`config.mk`:
```
export PLATFORM = sky130hd
export DESIGN_NAME = minirisc_core
export DESIGN_NICKNAME = d
export VERILOG_FILES = /design/src/rtl/minirisc_core.sv
export SDC_FILE = /design/constraint.sdc
export NUM_CORES = 1
export LEC_CHECK = 0
export ABC_CLOCK_PERIOD_IN_PS = 4640
export CORE_ASPECT_RATIO = 1.2
export CORE_MARGIN = 4
export CORE_UTILIZATION = 40
export CTS_BUF_LIST = sky130_fd_sc_hd__clkbuf_2
export DETAILED_ROUTE_END_ITERATION = 8
export MAX_ROUTING_LAYER = met4
export PLACE_DENSITY = 0.61
export SLEW_MARGIN = 20
export SYNTH_ARGS = -nofsm -noshare
export SYNTH_HDL_FRONTEND = slang
export SYNTH_SLANG_ARGS = --single-unit
```
`constraint.sdc`:
```
create_clock -name clk -period 4.64 [get_ports clk]
set_input_delay 0.696 -clock clk [delete_from_list [all_inputs] [get_ports clk]]
set_output_delay 0.696 -clock clk [all_outputs]
set_load 0.05 [all_outputs]
```
`src/rtl/minirisc_core.sv`:
```
// minirisc_core: 8-bit multicycle MiniRISC CPU with 16 registers, a stack in
// data memory, level-sensitive interrupts and a single-master bus gate.
module minirisc_core #(
  parameter logic [7:0] RST_PC     = 8'h00,
  parameter logic [7:0] RST_SP     = 8'h7F,
  parameter logic [7:0] IRQ_VECTOR = 8'h01
) (
  input  logic        clk,
  input  logic        rst,
  output logic [7:0]  cpu2pmem_addr,
  input  logic [15:0] pmem2cpu_data,
  output logic        m_bus_req,
  input  logic        m_bus_grant,
  output logic [7:0]  m_mst2slv_addr,
  output logic        m_mst2slv_wr,
  output logic        m_mst2slv_rd,
  output logic [7:0]  m_mst2slv_data,
  input  logic [7:0]  m_slv2mst_data,
  input  logic        irq,
  output logic [7:0]  SP,
  input  logic [7:0]  dbg_stack_top,
  input  logic [22:0] dbg2cpu_data,
  output logic [47:0] cpu2dbg_data
);

  typedef enum logic [2:0] {
    ST_FETCH = 3'd0,
    ST_EXEC  = 3'd1,
    ST_EXEC2 = 3'd2,
    ST_INT1  = 3'd3,
    ST_INT2  = 3'd4
  } state_e;

  state_e      state_q, state_d;
  logic [7:0]  pc_q, pc_d;
  logic [7:0]  sp_q, sp_d;
  logic [15:0] ir_q, ir_d;
  logic        z_q, z_d, c_q, c_d, n_q, n_d, ie_q, ie_d;
  logic [7:0]  rf_q [16];
  logic [7:0]  rf_d [16];

  // Instruction fields
  logic [3:0] op_s, rd_s, rs_s, aluop_s;
  logic [7:0] imm_s, rd_val_s, rs_val_s, flags_byte_s;
  assign op_s         = ir_q[15:12];
  assign rd_s         = ir_q[11:8];
  assign rs_s         = ir_q[7:4];
  assign aluop_s      = ir_q[3:0];
  assign imm_s        = ir_q[7:0];
  assign rd_val_s     = rf_q[rd_s];
  assign rs_val_s     = rf_q[rs_s];
  assign flags_byte_s = {4'b0000, ie_q, n_q, c_q, z_q};

  // Debug-only inputs are intentionally not consumed by the core
  logic unused_inputs_s;
  assign unused_inputs_s = ^{dbg_stack_top, dbg2cpu_data};

  // ALU: immediate ops use the opcode as function, op 0xA uses aluop with rs
  logic       alu_sel_s, alu_wb_s, alu_fl_s, alu_c_s;
  logic [3:0] alu_fn_s;
  logic [7:0] alu_b_s;
  logic [8:0] alu_full_s;
  always_comb begin
    alu_sel_s  = (op_s <= 4'h6) || (op_s == 4'hA);
    alu_full_s = 9'h000;
    alu_wb_s   = 1'b0;
    alu_fl_s   = 1'b0;
    alu_c_s    = c_q;
    if (op_s == 4'hA) begin
      alu_fn_s = aluop_s;
      alu_b_s  = rs_val_s;
    end else begin
      alu_fn_s = op_s;
      alu_b_s  = imm_s;
    end
    case (alu_fn_s)
      4'h0: begin alu_full_s = {1'b0, alu_b_s}; alu_wb_s = 1'b1; end
      4'h1: begin
        alu_full_s = {1'b0, rd_val_s} + {1'b0, alu_b_s};
        alu_wb_s = 1'b1; alu_fl_s = 1'b1; alu_c_s = alu_full_s[8];
      end
      4'h2: begin
        alu_full_s = {1'b0, rd_val_s} - {1'b0, alu_b_s};
        alu_wb_s = 1'b1; alu_fl_s = 1'b1; alu_c_s = alu_full_s[8];
      end
      4'h3: begin alu_full_s = {1'b0, rd_val_s & alu_b_s}; alu_wb_s = 1'b1; alu_fl_s = 1'b1; alu_c_s = 1'b0; end
      4'h4: begin alu_full_s = {1'b0, rd_val_s | alu_b_s}; alu_wb_s = 1'b1; alu_fl_s = 1'b1; alu_c_s = 1'b0; end
      4'h5: begin alu_full_s = {1'b0, rd_val_s ^ alu_b_s}; alu_wb_s = 1'b1; alu_fl_s = 1'b1; alu_c_s = 1'b0; end
      4'h6: begin
        alu_full_s = {1'b0, rd_val_s} - {1'b0, alu_b_s};
        alu_fl_s = 1'b1; alu_c_s = alu_full_s[8];
      end
      default: begin end
    endcase
  end

  // Jump condition for op 0xE (JSR is always taken)
  logic jmp_take_s;
  always_comb begin
    case (rd_s)
      4'h0:    jmp_take_s = 1'b1;
      4'h1:    jmp_take_s = z_q;
      4'h2:    jmp_take_s = ~z_q;
      4'h3:    jmp_take_s = c_q;
      4'h4:    jmp_take_s = ~c_q;
      4'h5:    jmp_take_s = 1'b1;
      default: jmp_take_s = 1'b0;
    endcase
  end

  // Data-bus access wanted in the current state
  logic       acc_s, acc_wr_s;
  logic [7:0] acc_addr_s, acc_wdata_s;
  always_comb begin
    acc_s       = 1'b0;
    acc_wr_s    = 1'b0;
    acc_addr_s  = 8'h00;
    acc_wdata_s = 8'h00;
    case (state_q)
      ST_EXEC: begin
        case (op_s)
          4'h8: begin acc_s = 1'b1; acc_addr_s = imm_s; end
          4'h9: begin acc_s = 1'b1; acc_wr_s = 1'b1; acc_addr_s = imm_s; acc_wdata_s = rd_val_s; end
          4'hB: begin
            acc_s = 1'b1;
            if (!ir_q[0]) begin
              acc_wr_s = 1'b1; acc_addr_s = sp_q - 8'd1; acc_wdata_s = rd_val_s;
            end else begin
              acc_addr_s = sp_q;
            end
          end
          4'hE: begin
            if (rd_s == 4'h5) begin
              acc_s = 1'b1; acc_wr_s = 1'b1; acc_addr_s = sp_q - 8'd1; acc_wdata_s = pc_q;
            end else begin
              acc_s = 1'b0;
            end
          end
          4'hF: begin
            if ((rd_s == 4'h0) || (rd_s == 4'h1)) begin
              acc_s = 1'b1; acc_addr_s = sp_q;
            end else begin
              acc_s = 1'b0;
            end
          end
          default: begin end
        endcase
      end
      ST_EXEC2: begin acc_s = 1'b1; acc_addr_s = sp_q; end
      ST_INT1:  begin acc_s = 1'b1; acc_wr_s = 1'b1; acc_addr_s = sp_q - 8'd1; acc_wdata_s = pc_q; end
      ST_INT2:  begin acc_s = 1'b1; acc_wr_s = 1'b1; acc_addr_s = sp_q - 8'd1; acc_wdata_s = flags_byte_s; end
      default:  begin end
    endcase
  end

  // Fixed-priority gate: the CPU is master 0 and master 1 is tied off,
  // so the CPU's grant is simply its request qualified by the bus grant.
  logic gnt_s, stall_s;
  assign gnt_s   = acc_s & m_bus_grant & ~rst;
  assign stall_s = acc_s & ~m_bus_grant;

  // Bus outputs; reset kills any access in flight in the same cycle
  always_comb begin
    m_bus_req      = acc_s & ~rst;
    m_mst2slv_wr   = gnt_s & acc_wr_s;
    m_mst2slv_rd   = gnt_s & ~acc_wr_s;
    m_mst2slv_addr = gnt_s ? acc_addr_s : 8'h00;
    m_mst2slv_data = (gnt_s && acc_wr_s) ? acc_wdata_s : 8'h00;
  end

  // Next-state and datapath update; a stalled bus cycle changes nothing
  state_e exec_next_s;
  assign exec_next_s = (irq && ie_q) ? ST_INT1 : ST_FETCH;
  always_comb begin
    state_d = state_q;
    pc_d    = pc_q;
    ir_d    = ir_q;
    sp_d    = sp_q;
    z_d     = z_q;
    c_d     = c_q;
    n_d     = n_q;
    ie_d    = ie_q;
    rf_d    = rf_q;
    case (state_q)
      ST_FETCH: begin
        ir_d    = pmem2cpu_data;
        pc_d    = pc_q + 8'd1;
        state_d = ST_EXEC;
      end
      ST_EXEC: begin
        if (stall_s) begin
          state_d = ST_EXEC;
        end else begin
          state_d = exec_next_s;
          if (alu_sel_s) begin
            if (alu_wb_s) begin
              rf_d[rd_s] = alu_full_s[7:0];
            end else begin
              rf_d[rd_s] = rd_val_s;
            end
            if (alu_fl_s) begin
              z_d = (alu_full_s[7:0] == 8'h00);
              n_d = alu_full_s[7];
              c_d = alu_c_s;
            end else begin
              z_d = z_q;
            end
          end else begin
            case (op_s)
              4'h8: rf_d[rd_s] = m_slv2mst_data;
              4'hB: begin
                if (!ir_q[0]) begin
                  sp_d = sp_q - 8'd1;
                end else begin
                  rf_d[rd_s] = m_slv2mst_data;
                  sp_d       = sp_q + 8'd1;
                end
              end
              4'hE: begin
                if (jmp_take_s) begin
                  pc_d = imm_s;
                  if (rd_s == 4'h5) begin
                    sp_d = sp_q - 8'd1;
                  end else begin
                    sp_d = sp_q;
                  end
                end else begin
                  pc_d = pc_q;
                end
              end
              4'hF: begin
                case (rd_s)
                  4'h0: begin pc_d = m_slv2mst_data; sp_d = sp_q + 8'd1; end
                  4'h1: begin
                    {ie_d, n_d, c_d, z_d} = m_slv2mst_data[3:0];
                    sp_d    = sp_q + 8'd1;
                    state_d = ST_EXEC2;
                  end
                  4'h2:    ie_d = 1'b0;
                  4'h3:    ie_d = 1'b1;
                  default: begin end
                endcase
              end
              default: begin end
            endcase
          end
        end
      end
      ST_EXEC2: begin
        if (stall_s) begin
          state_d = ST_EXEC2;
        end else begin
          pc_d    = m_slv2mst_data;
          sp_d    = sp_q + 8'd1;
          state_d = exec_next_s;
        end
      end
      ST_INT1: begin
        if (stall_s) begin
          state_d = ST_INT1;
        end else begin
          sp_d    = sp_q - 8'd1;
          state_d = ST_INT2;
        end
      end
      ST_INT2: begin
        if (stall_s) begin
          state_d = ST_INT2;
        end else begin
          sp_d    = sp_q - 8'd1;
          ie_d    = 1'b0;
          pc_d    = IRQ_VECTOR;
          state_d = ST_FETCH;
        end
      end
      default: state_d = ST_FETCH;
    endcase
  end

  // State register with synchronous reset
  always_ff @(posedge clk) begin
    if (rst) begin
      state_q <= ST_FETCH;
      pc_q    <= RST_PC;
      sp_q    <= RST_SP;
      ir_q    <= 16'h0000;
      z_q     <= 1'b0;
      c_q     <= 1'b0;
      n_q     <= 1'b0;
      ie_q    <= 1'b0;
      for (int i = 0; i < 16; i++) begin
        rf_q[i] <= 8'h00;
      end
    end else begin
      state_q <= state_d;
      pc_q    <= pc_d;
      sp_q    <= sp_d;
      ir_q    <= ir_d;
      z_q     <= z_d;
      c_q     <= c_d;
      n_q     <= n_d;
      ie_q    <= ie_d;
      for (int i = 0; i < 16; i++) begin
        rf_q[i] <= rf_d[i];
      end
    end
  end

  assign cpu2pmem_addr = pc_q;
  assign SP            = sp_q;
  assign cpu2dbg_data  = {pc_q, ir_q, rf_q[0], sp_q, 4'b0000, ie_q, n_q, c_q, z_q};

endmodule

```
# Yosys cells after proc, flatten, opt, wreduce, memory -nomap -nowiden
# Cells that the tools add are included.
# op_classes
n_eq_ne	37
magnitude_cmp	4
n_bitwise	17
reduce_logical	31
n_mux	85
add_sub_neg	5
# op_table
cell	n
bitwise mux 128 bit	3
2-to-1 mux 128 bit	3
case mux 128 bit (2 select lines)	1
2-to-1 mux 8 bit	27
case mux 8 bit (3 select lines)	5
binary-select mux 8 bit (select 4 bit)	2
case mux 8 bit (4 select lines)	2
case mux 8 bit (6 select lines)	1
demux 8 bit (select 4 bit)	1
== test 4 bit (second input constant)	6
2-to-1 mux 1 bit	21
== test 4 x 3 -> 1 bit (second input constant)	5
adder 8 x 1 -> 8 bit (second input constant)	2
== test 4 x 2 -> 1 bit (second input constant)	4
case mux 8 bit (2 select lines)	1
!= test 3 bit (second input constant)	5
case mux 3 bit (5 select lines)	1
2-to-1 mux 2 bit	6
!= test 2 bit (second input constant)	6
case mux 1 bit (3 select lines)	4
AND reduction 6 bit	2
OR reduction 6 bit	2
greater-or-equal comparator 5 bit (second input constant)	2
NOT 4 -> 5 bit	2
other kinds (37)	65
# word_totals
elab_cells	203
inputBits	59
output_inout_bits	83
ff_bits	167

# Depth between registers and ports, before layout
# depth
ltp_word	10
ltp_mapped	19
ltp_nobuf	15

# Least setup slack after synthesis
# Ideal clock, no wire load.
# synth_path
kind	register to register
start	reg ir_q[8]
end	reg rf_q[119] (netlist bit)
synth_period_minus_slack_ps	4607
n_path_buf	4
arrival_time_ps	4519
required_ps	4552
slack_ps	33
stages_incl_launch_ff	17
setup_time_ps	88
cell_sequence	dfxtp_1 -> buf_2 -> buf_2 -> mux4_2 -> mux4_2 -> inv_1 -> ha_1 -> clkbuf_1 -> and3_1 -> a221o_1 -> o31ai_1 -> xnor2_1 -> nand3_1 -> a31oi_4 -> buf_4 -> nand2_1 -> a311oi_2
# synth_via
elab_chain_cells	9
elab_cells_between_ends	33
cone_classes	add/sub (2); order compare (2); eq/ne (2); mux (17); bitwise (6); reduce/logical (4)
# synth_lines
element	line_no	rtl
from (decl)	37	logic [15:0] ir_q, ir_d;
from (signal assigned)	298	ir_q <= ir_d;
NOT 4 -> 5 bit (not written as such)	n/a	
binary-select mux 8 bit (select 4 bit) (tied with other cells)	50	assign rd_val_s = rf_q[rd_s];
2-to-1 mux 8 bit (not written as such) / logical AND 1 bit (equally long branches)	n/a	
2-to-1 mux 8 bit (on tied branches)	n/a	
subtractor 8 x 8 -> 9 bit (tied with other cells)	83, 90	
case mux 8 bit (6 select lines) / bitwise mux 128 bit (equally long branches)	76, 210, 215	
bitwise mux 128 bit / 2-to-1 mux 128 bit (equally long branches)	197, 212	
2-to-1 mux 128 bit / case mux 128 bit (2 select lines) (equally long branches)	196, 209	
2-to-1 mux 128 bit	195	if (alu_sel_s) begin
to (signal, indexed assignment)	304	rf_q[i] <= rf_d[i];
to (decl)	39	logic [7:0] rf_q [16];
# Parallel ways exist; a longest one is shown, timed or not. The select of a mux whose other input is x is not followed.
# A chain may end at the register's enable or synchronous reset.

# Worst setup path after layout
# layout_path
start	reg ir_q[6]
end	reg rf_q[95] (netlist bit)
# layout_via
elab_chain_cells	10
elab_cells_between_ends	14
cone_classes	add/sub (2); mux (8); bitwise (4)
# layout_lines
element	line_no	rtl
NOT 4 -> 5 bit (not written as such)	51	assign rs_val_s = rf_q[rs_s];
binary-select mux 8 bit (select 4 bit)	51	
2-to-1 mux 8 bit (not written as such) (2 in series)	51	
2-to-1 mux 8 bit (*)	69	if (op_s == 4'hA) begin
subtractor 8 x 8 -> 9 bit (tied with other cells)	83, 90	
case mux 8 bit (6 select lines) (*)	76	case (alu_fn_s)
bitwise mux 128 bit (*)	197	rf_d[rd_s] = alu_full_s[7:0];
2-to-1 mux 128 bit (*)	196	if (alu_wb_s) begin
2-to-1 mux 128 bit (*)	195	
# Mark *: on every way between the ends. The rest lies on a longest branch, timed or not. The select of a mux whose other input is x is not followed.

==> impl_metrics.toml <==
[run_status]
status = "completed"

[drt]
drt_pre_antenna_iters = 6
met3_length_mm = 3.142
met2WireLength_mm = 22.03
top_layer_used = "met4"
drt-initial-drc-count = 1335
viasPerCell = 6.200
drc = 0
wire_per_inst_um = 23.17
vias = 12100
ant_nets = 0
wl_mm = 45.22
drt-met1-wl_mm = 18.33

[critical_path]
critical_path_required_ns = 5.39
reg2reg_to = "rf_q[95]"
cp_num_buf_inv = 4
endpoint_kind = "register"
crit_top_cell = "buf_4"
cp.arrival_ns = 5.19
critPathTopFamily = "compound AO/OA/AOI/OAI gates"
rr_worst_depth = 16
reg2reg_from = "ir_q[6]"
rrSetupSlack_ns = 0.21
start_kind = "register"
slowest_stage = "mux4_2"
timing.critical_path.slowest_cell_delay_ns = 0.52
cp_max_fo = 16
path_class = "reg -> reg"
worstPathCellList = "buf_4, mux4_2, mux2_2, a222oi_1, buf_4, ha_1, and3_1, a221o_1, o31ai_1, buf_4, xnor2_1, nand3_1, a31oi_4, buf_12, nand2_1, a311oi_1"

[sta]
tightest_slew_ns = 1.117
finalCritPeriodShare_pct = 95.56
min_period_ns = 4.434
hold_slack_ns = 0.2714
final_hold_viol_count = 0
tns_ns = 0
fmax_mhz = 225.5
slew_viol_final = 0
finalClockSkew_ns = 0.05346
relSlewSlack_pct = 25.51
rsz0062_at_grt = "false"
setup_violations = 0

[clock_network]
htree_levels = 4
root_buffer = "clkbuf_2"
cts_tree = "built"
clkSinkCount = 167
cts.clk_slew.worst_paths_ns = 0.33
cts_buffers = 17
postCtsHoldBufs = 0
clock_latency_ns = 0.82
clk_path_buf_depth = 2

[die]
fp.dieH_um = 200.9
die_w_um = 168.7
num_io_pins = 142
die-area_sq_um = 33880
start_util_pct = 40.56
core_area_sq_um = 30570
rows = 70

[cells_and_area]
final_area_sq_um = 14480
fillers = 2953
utilization_pct = 47.36
regArea_sq_um = 3362
drive_above_1_share_pct = 20.59
multi_input_area_sq_um = 8077
fin_nets = 1629
synthToLayoutAreaGrowth_pct = 16.76

[logic_synthesis]
syn-cell-area_sq_um = 12400
postSynthAreaPerCell_sq_um = 8.532
ys.flop_type = "dfxtp_1"
ys_warn_count = 0
ys_seq_elements = 167
synth_edf_count = 0
synthArstFlopShare_pct = 0
ys_seq_area_share_pct = 26.97
synth_cell_type_count = 97
synth_cells = 1453

[run]
maxCapViolations = 0

[worst_hold_path]
worstHoldEndpoint = "SP[7]"
min_from = "rst"
min_path_cells = 2
hp-class = "in -> reg"

[global_routing]
antenna_found_initial = 2
overflow = 0
grt_use_total_pct = 26.56
grt_max_degree = 91
grt_pass1_wl_mm = 69.49
grt_pass1_vias = 11550

[place]
place.gp.congestion = 0.9938
place_area_sq_um = 14010
dpl.hpwl_mm = 33.14
port_buffers = 106

[power_and_ir_drop]
vdd_drop_max_mv = 0.1601
leakage_nw = 4.898
power-per-cell-area_nw_per_um2 = 243.1
design_power_total_mw = 3.519
==> synthesized netlist by cell type (all sizes together) (6+ instances only) <==
| library cell | count | share of area, % |
|---|---|---|
| a211oi | 39 | 2.8 |
| a21o | 10 | 0.67 |
| a21oi | 80 | 3.6 |
| a221o | 7 | 0.66 |
| a221oi | 10 | 0.71 |
| a222oi | 7 | 0.57 |
| a22oi | 16 | 0.97 |
| a311oi | 48 | 3.4 |
| a31oi | 55 | 3.1 |
| and2 | 12 | 0.61 |
| and3 | 13 | 0.70 |
| buf | 96 | 5.4 |
| clkbuf | 57 | 1.7 |
| dfxtp | 167 | 27 |
| ha | 27 | 2.7 |
| inv | 41 | 1.2 |
| mux2 | 8 | 0.73 |
| mux2i | 21 | 1.8 |
| mux4 | 68 | 12 |
| nand2 | 178 | 5.4 |
| nand2b | 19 | 0.96 |
| nand3 | 20 | 0.85 |
| nand4 | 6 | 0.30 |
| nor2 | 178 | 5.4 |
| nor2b | 11 | 0.58 |
| nor3 | 44 | 2.4 |
| nor3b | 9 | 0.54 |
| o21ai | 85 | 3.4 |
| o221ai | 7 | 0.49 |
| o311a | 10 | 0.81 |
| xnor2 | 9 | 0.64 |
==> area by class of cell <==
type / count / share of cell area (%)
Timing Repair Buffer: 219 / 14.47
Clock buffer: 17 / 0.5878
Multi-Input combinational cell: 1095 / 55.80
Inverter: 41 / 1.063
Clock inverter: 15 / 1.400
Sequential cell: 167 / 23.23
Tap cell: 396 / 3.423
Antenna cell: 2 / 0.03458
==> registers in the layout, indices dropped and copies added (netlist names) <==
register and flops:
cpu2pmem_addr 8, n_q 1, ie_q 1, c_q 1, cpu2dbg_data 8, z_q 1, ir_q 16, rf_q 120
state_q 3, SP 8
==> cell usage in the layout, fill, tap and decap left out, types with 8 or more instances in the layout <==
master and instances:
inv_1 40, a211oi_1 27, nor3_2 15, o311a_1 10, a21oi_1 74, nand2b_1 19, nor3_1 29, a221oi_1 10
and2_1 12, mux2_2 8, and3_1 12, nand3_1 18, buf_12 18, a22oi_1 16, nor3b_1 9, mux2i_1 19
a311oi_1 47, clkdlybuf4s50_1 87, clkbuf_2 17, a31oi_1 52, buf_4 112, o21ai_0 84, dfxtp_1 162, nor2_1 171
mux4_2 68, a21o_1 9, xnor2_1 9, nor2b_1 10, a211oi_2 12, nand2_1 175, ha_1 27
==> repair_timing <==
item / 4_1_cts / 5_1_grt
pin swaps: 0 / 3
gates resized for setup: 11 / 12
endpoints found under the setup margin: 15 / 84
setup buffers: 0 / 12
==> where the power goes <==
part | internal [mW] | switching, mW
Combinational | 0.410 | 0.677
Sequential | 1.48 | 0.0670
Clock | 0.202 | 0.686
Total | 2.09 | 1.43
==> through the flow <==
| stage | cells | setup slack (ns) |
|---|---|---|
| 2_1_floorplan | 1456 | 0.03252 |
| 3_3_place_gp | 1906 | 0.07794 |
| 3_5_place_dp | 1906 | 0.02302 |
| 4_1_cts | 1938 | 0.01590 |
| 5_1_grt | 1952 | 0.01938 |
| 6_report | 1952 | 0.2062 |
==> worst max path at each step <==
stage               cells after the start  slack (ns)           endpoint    start
finish                                 16        0.21           rf_q[95]  ir_q[6]
global route                           16        0.02           rf_q[63]  ir_q[6]
CTS                                    10        0.02  m_mst2slv_data[6]  ir_q[9]
detailed placement                     16        0.02           rf_q[95]  ir_q[5]
global placement                       16        0.08           rf_q[95]  ir_q[5]
floorplan                              16        0.03          rf_q[119]  ir_q[8]
==> layer usage <==
metal	GRT usage (%)	vias up
met5	-	-
met4	9.162	0
met3	3.624	109
met2	43.79	596
met1	33.49	5809
li1	-	5589
==> cells by family (layout without fill, tap and decap cells) <==
logic type	count (synthesis)	after routing	share of synthesized area, %
fa+ha+maj	30	30	3.129
simple gates	523	523	20.24
xor+xnor	14	14	0.9891
other cells	1	6	0.03025
compound gates	427	427	25.39
buf+inv	194	292	8.347
mux	97	97	14.91
flops	167	167	26.97
==> worst reg2reg max path, cell delays in order, from the launching register on <==
cell,delay [ns]
dfxtp_4,0.48
buf_4,0.22
mux4_2,0.52
mux2_2,0.30
a222oi_1,0.30
buf_4,0.22
ha_1,0.33
and3_1,0.19
a221o_1,0.36
o31ai_1,0.23
buf_4,0.16
xnor2_1,0.11
nand3_1,0.17
a31oi_4,0.26
buf_12,0.18
nand2_1,0.07
a311oi_1,0.26
(Power assumes the default switching activity.)
